### config.mk
export PLATFORM = sky130hd
export DESIGN_NAME = ahb_lite_fir_master
export DESIGN_NICKNAME = d
export VERILOG_FILES = /design/src/rtl/ahb_lite_fir_master.sv
export SDC_FILE = /design/constraint.sdc
export NUM_CORES = 1
export LEC_CHECK = 0
export ABC_AREA = 1
export BUFFER_PORTS_ARGS = -buffer_cell sky130_fd_sc_hd__buf_2
export CAP_MARGIN = 15
export CORE_MARGIN = 1
export CORE_UTILIZATION = 57
export CTS_CLUSTER_DIAMETER = 50
export DETAILED_ROUTE_END_ITERATION = 10
export HOLD_SLACK_MARGIN = 0.1
export PLACE_DENSITY = 0.9
export SETUP_SLACK_MARGIN = 0.4
export SLEW_MARGIN = 20
export SYNTH_ARGS = -nofsm -noshare
export SYNTH_HDL_FRONTEND = slang
export SYNTH_SLANG_ARGS = --single-unit
export TNS_END_PERCENT = 50
### constraint.sdc
create_clock -name clk -period 2.4 [get_ports clk]
set_clock_uncertainty 0.05 [all_clocks]
set_input_delay 0.36 -clock clk [delete_from_list [all_inputs] [get_ports clk]]
set_output_delay 0.36 -clock clk [all_outputs]
set_load 0.02 [all_outputs]
### src/rtl/ahb_lite_fir_master.sv
// ahb_lite_fir_master
//   AHB-Lite master that feeds samples to an ahb_lite_fir_filter slave. Each
//   sample goes into a small FIFO. For every sample, the master writes the
//   sample register, polls the status register until the filter is idle, and
//   then reads the result register. The result and its error flags come back
//   on a one-cycle strobe.
//
// Ports
//   clk, n_rst        clock (rising edge), asynchronous active-low reset
//   sample_in/valid   incoming sample; accepted when sample_valid & sample_ready
//   sample_ready      FIFO not full
//   result_out        filtered result (0 on error)
//   result_valid      one-cycle strobe qualifying result_out/result_err/fir_err
//   result_err        bus error or poll timeout for this sample
//   fir_err           status err bit seen on the final (idle) poll
//   hsel/haddr/hsize/htrans/hwrite/hwdata   AHB-Lite master outputs
//   hrdata/hresp      AHB-Lite slave responses (zero-wait slave)
module ahb_lite_fir_master #(
    parameter int FIFO_DEPTH = 4,
    parameter int POLL_DLY   = 2,
    parameter int MAX_POLLS  = 64
) (
    input  logic        clk,
    input  logic        n_rst,
    input  logic [15:0] sample_in,
    input  logic        sample_valid,
    output logic        sample_ready,
    output logic [15:0] result_out,
    output logic        result_valid,
    output logic        result_err,
    output logic        fir_err,
    output logic        hsel,
    output logic [3:0]  haddr,
    output logic        hsize,
    output logic [1:0]  htrans,
    output logic        hwrite,
    output logic [15:0] hwdata,
    input  logic [15:0] hrdata,
    input  logic        hresp
);

    localparam int AW = $clog2(FIFO_DEPTH);
    localparam int PW = $clog2(MAX_POLLS + 1);
    localparam int DW = $clog2(POLL_DLY + 2);
    localparam logic [AW:0]   FIFO_FULL = (AW + 1)'(FIFO_DEPTH);
    localparam logic [AW:0]   CNT_ONE   = (AW + 1)'(1);
    localparam logic [AW-1:0] PTR_ONE   = AW'(1);
    localparam logic [PW-1:0] POLL_LAST = PW'(MAX_POLLS - 1);
    localparam logic [DW-1:0] DLY_LAST  = DW'((POLL_DLY > 0) ? (POLL_DLY - 1) : 0);

    localparam logic [1:0] HT_IDLE   = 2'b00;
    localparam logic [1:0] HT_NONSEQ = 2'b10;

    typedef enum logic [3:0] {
        S_IDLE, S_WR_A, S_WR_D, S_WAIT, S_PL_A,
        S_PL_D, S_RD_A, S_RD_D, S_DONE, S_ERR
    } state_t;

    state_t          state;
    logic [15:0]     cur;
    logic [PW-1:0]   poll_cnt;
    logic [DW-1:0]   dly_cnt;
    logic            fir_flag;

    // ---------------- sample FIFO ----------------
    logic [15:0]     fifo_mem [FIFO_DEPTH];
    logic [AW-1:0]   wr_ptr;
    logic [AW-1:0]   rd_ptr;
    logic [AW:0]     count;
    logic [AW:0]     count_next;
    logic            push;
    logic            pop;

    assign push  = sample_valid && sample_ready;
    assign pop   = (state == S_IDLE) && (count != '0);
    assign hsize = 1'b1;

    always_comb begin
        count_next = count;
        if (push && !pop)
            count_next = count + CNT_ONE;
        else if (pop && !push)
            count_next = count - CNT_ONE;
    end

    always_ff @(posedge clk) begin
        if (push)
            fifo_mem[wr_ptr] <= sample_in;
    end

    // sample_ready is registered from the next fill level so it is exactly
    // "not full" in every cycle, and stays low while n_rst is asserted.
    always_ff @(posedge clk or negedge n_rst) begin
        if (!n_rst) begin
            wr_ptr       <= '0;
            rd_ptr       <= '0;
            count        <= '0;
            sample_ready <= 1'b0;
        end else begin
            if (push)
                wr_ptr <= wr_ptr + PTR_ONE;
            if (pop)
                rd_ptr <= rd_ptr + PTR_ONE;
            count        <= count_next;
            sample_ready <= (count_next != FIFO_FULL);
        end
    end

    // ---------------- transaction FSM ----------------
    // Bus and result outputs are registered. Each transition loads the
    // values that belong to the state being entered, so outputs line up
    // with the state in the same cycle.
    always_ff @(posedge clk or negedge n_rst) begin
        if (!n_rst) begin
            state        <= S_IDLE;
            cur          <= '0;
            poll_cnt     <= '0;
            dly_cnt      <= '0;
            fir_flag     <= 1'b0;
            hsel         <= 1'b0;
            haddr        <= '0;
            htrans       <= HT_IDLE;
            hwrite       <= 1'b0;
            hwdata       <= '0;
            result_out   <= '0;
            result_valid <= 1'b0;
            result_err   <= 1'b0;
            fir_err      <= 1'b0;
        end else begin
            hsel         <= 1'b0;
            haddr        <= '0;
            htrans       <= HT_IDLE;
            hwrite       <= 1'b0;
            hwdata       <= '0;
            result_valid <= 1'b0;
            unique case (state)
                S_IDLE: begin
                    if (count != '0) begin
                        state  <= S_WR_A;
                        cur    <= fifo_mem[rd_ptr];
                        hsel   <= 1'b1;
                        htrans <= HT_NONSEQ;
                        haddr  <= 4'h4;
                        hwrite <= 1'b1;
                    end
                end
                S_WR_A: begin
                    state  <= S_WR_D;
                    hwdata <= cur;
                end
                S_WR_D: begin
                    if (hresp) begin
                        state        <= S_ERR;
                        result_valid <= 1'b1;
                        result_err   <= 1'b1;
                        result_out   <= '0;
                        fir_err      <= 1'b0;
                    end else if (POLL_DLY == 0) begin
                        state    <= S_PL_A;
                        poll_cnt <= '0;
                        hsel     <= 1'b1;
                        htrans   <= HT_NONSEQ;
                    end else begin
                        state   <= S_WAIT;
                        dly_cnt <= '0;
                    end
                end
                S_WAIT: begin
                    if (dly_cnt == DLY_LAST) begin
                        state    <= S_PL_A;
                        poll_cnt <= '0;
                        hsel     <= 1'b1;
                        htrans   <= HT_NONSEQ;
                    end else begin
                        dly_cnt <= dly_cnt + DW'(1);
                    end
                end
                S_PL_A: begin
                    state <= S_PL_D;
                end
                S_PL_D: begin
                    // poll_cnt counts polls already completed before this one,
                    // so POLL_LAST here means this was poll number MAX_POLLS.
                    if (hresp || (hrdata[0] && poll_cnt == POLL_LAST)) begin
                        state        <= S_ERR;
                        result_valid <= 1'b1;
                        result_err   <= 1'b1;
                        result_out   <= '0;
                        fir_err      <= 1'b0;
                    end else if (hrdata[0]) begin
                        state    <= S_PL_A;
                        poll_cnt <= poll_cnt + PW'(1);
                        hsel     <= 1'b1;
                        htrans   <= HT_NONSEQ;
                    end else begin
                        state    <= S_RD_A;
                        fir_flag <= hrdata[8];
                        hsel     <= 1'b1;
                        htrans   <= HT_NONSEQ;
                        haddr    <= 4'h2;
                    end
                end
                S_RD_A: begin
                    state <= S_RD_D;
                end
                S_RD_D: begin
                    if (hresp) begin
                        state        <= S_ERR;
                        result_valid <= 1'b1;
                        result_err   <= 1'b1;
                        result_out   <= '0;
                        fir_err      <= 1'b0;
                    end else begin
                        state        <= S_DONE;
                        result_valid <= 1'b1;
                        result_err   <= 1'b0;
                        result_out   <= hrdata;
                        fir_err      <= fir_flag;
                    end
                end
                S_DONE:  state <= S_IDLE;
                S_ERR:   state <= S_IDLE;
                default: state <= S_IDLE;
            endcase
        end
    end

endmodule

==> metrics <==
clock buffer depth=2; commonest non-fill, non-tap cell in the layout=nand2_1; Synth Register Bits=141; first-pass GRT wire length=19.67 mm; vias per inst=5.356; post-route ant nets=0; crit path cell chain=nor2_2, nand3_1, o21ai_0, nand3_4, nand2_1, nand2_1; Setup CP Type=reg -> reg; 1st-pass router iterations=5; Worst Reg2Reg Path Length in Cells=6; Die X-Extent=approximately 100 microns; layout cells sized above 1=20.12%; detailed-route DRC error count=0; Post-DP HPWL=7.339 mm; DR iter-0 viols=397; Final Setup Violations=0; Worst slew margin=38.48%; Fin. Hold Viols=0; post-route clock period utilization=73.65%; worst slack, placed=335.8 ps; Max H-tree Level=4; mapped cell area=5643 sq um; Starting Density=~60%; Met2 Routed Length=6.435 mm; All-Layer GR Usage=25.99%; critical path required time=2740 ps; pwr/cell area=1246 nW/um^2; final core utilization=about three quarters; crit path capture type=flip-flop; Max VDD drop=~0.0007 V; synth top area cells=dfrtp_1 (34%), edfxtp_1 (34%), nand2_1 (7.8%); GPL Wtd Cong=0.8618; wl on met1=around 5 mm; core area=9415 sq um; clock tree sinks=around 140; Rows=35; register area share after synthesis=68.20%; CP startpoint kind=flip-flop; worst r2r src=state[2]$_DFFE_PN0P_; synth unique cells=33; Final #Nets=683; hold endpoint=state[0]$_DFFE_PN0P_; DR WL met3=about 710 microns; Worst-path clk slew=roughly 60 ps; Placed Cells incl. Taps=715; status=finished clean; Die Span Y=101.5 microns; synth warn=0; Crit path largest cell delay=410 ps; leakage power=3.294 nW; FMAX=~0.57 GHz; Final Max Slew Viols=0; largest net degree at the start of global routing=78; top sig layer=met4; Max FO, Critical Path=20; initial antenna violation count=0; IO Pins=81; grt ovf=0; number of buffers created by CTS=17; die area=around 10000 sq um; min-delay src=hresp; most used cell, CP=nand2_1; Fin Setup TNS=0 ps; Final Power=8.765 mW; syn avg cell area=~11 sq um; area grow syn2layout=24.70%; Final min period=1768 ps; CP max stage cell=dfrtp_1; Worst EP arrival=2110 ps; hold crit path type=in -> reg; Skew-Pair Late Insertion Delay=520 ps; Routed WL=about 12 mm; FF-to-FF setup slack=630 ps; worst setup margin=roughly 630 ps; RSZ-0062 raised after global routing=no; CTS tree=done; setup bufs post-CTS=0; Synth area leader=dfrtp_1; worst slew pin tran=roughly 900 ps; most frequent cells in the layout=nand2_1 (117), dfrtp_1 (77), buf_2 (75), nor2_1 (67), edfxtp_1 (64); via count=4178; Non-Filler Instances=780; Post-Synthesis Cells=522; Avg WL per Cell=15.76 microns; top cell type's share of synthesized area=34.15%; max-cap viol count=0; vias in the first global route=between 4000 and 5000; RR Endpoint=result_out[15]$_DFFE_PN0P_; # port buffers=76; hold-critical path depth=5; root buffer cell=clkbuf_8; antenna cell count=0
## timing repair
item / 4_1_cts / 5_1_grt
hold buffers: 33 / 0
endpoints found under the setup margin: 18 / 7
gates cloned: 0 / 0
hold endpoints to repair: 158 / 0
resized for setup: 1 / 1
## per-stage QoR
stage                     hold WS, ps  cell area, sq um
after detailed placement        404.3              6132
after CTS                       136.5              7029
after global routing            175.6              7037
after global placement          398.7              6132
final                           160.5              7037
after floorplan                 14.41              5650
## worst max-delay path by stage
stage | start | to | slack (ps) | cells past startpoint
CTS | state[2]$_DFFE_PN0P_ | result_out[3]$_DFFE_PN0P_ | 550 | 6
floorplan | wr_ptr[0]$_DFFE_PN0P_ | fifo_mem[2][0]$_DFFE_PP_ | 600 | 4
global route | count[0]$_DFF_PN0_ | sample_ready$_DFF_PN0_ | 490 | 10
finish | state[2]$_DFFE_PN0P_ | result_out[15]$_DFFE_PN0P_ | 630 | 6
detailed placement | poll_cnt[0]$_DFFE_PN0P_ | result_out[13]$_DFFE_PN0P_ | 340 | 8
global placement | poll_cnt[0]$_DFFE_PN0P_ | result_out[10]$_DFFE_PN0P_ | 450 | 8
## critical path, delay by kind of cell (launching register included)
kind	cells	cell delay [ps]
AO/OA/AOI/OAI	1	230
flip-flops	1	410
AND/OR/NAND/NOR	5	960
## cells by family (layout without fill, tap and decap cells)
group / Yosys count / in the layout / synth area share, %
simple gates: 222 / 222 / 16.43
flops: 141 / 141 / 68.20
compound gates: 74 / 74 / 7.029
buf+inv: 68 / 195 / 5.277
fa+ha+maj: 9 / 9 / 1.996
xor+xnor: 6 / 6 / 0.9313
other cells: 2 / 4 / 0.1331
## synthesized netlist by cell type
cell / instances
o211ai_1: 1
o21bai_1: 1
edfxtp_1: 64
buf_6: 1
ha_1: 9
a31oi_1: 1
nand3b_1: 1
nor2_1: 67
buf_1: 1
xor2_1: 5
clkinv_1: 1
nand4_1: 3
buf_2: 5
clkbuf_1: 8
dfrtp_1: 77
nor2_2: 1
o21ai_0: 50
buf_4: 7
nand2_4: 2
o22ai_1: 16
inv_2: 4
or2_1: 1
a21oi_1: 1
inv_4: 1
nand2_2: 3
o21ai_1: 4
conb_1: 2
xnor2_1: 1
inv_1: 40
nand2_1: 117
nand3_2: 2
nor3_4: 1
nand3_1: 24
## state kept, by name, indices dropped and copies added, names as in the netlist
register	flops
rd_ptr	2
state	4
sample_ready	1
result_valid	1
wr_ptr	2
dly_cnt	2
fir_err	1
result_err	1
result_out	16
haddr	2
count	3
fir_flag	1
poll_cnt	7
hsel	1
cur	16
hwdata	16
hwrite	1
fifo_mem	64
## per-layer routing
layer | global-route usage, % | vias up
li1 | - | 1947
met1 | 30.75 | 2015
met2 | 44.22 | 186
met3 | 7.729 | 30
met4 | 11.48 | 0
met5 | 0 | -
## where the power goes
group          internal, mW  switching [mW]
clock                  1.42            1.02
combinational         0.855            1.94
sequential             3.20           0.323
## cell type report
class	count	area, sq um
Inverter	46	175.2
Clock inverter	14	133.9
Fill cell	553	2379
Tap cell	129	161.4
Clock buffer	18	427.9
Multi-Input combinational cell	315	1516
Timing Repair Buffer	117	773.2
Sequential cell	141	3849
No activity file was read; power rests on OpenSTA's default activity.
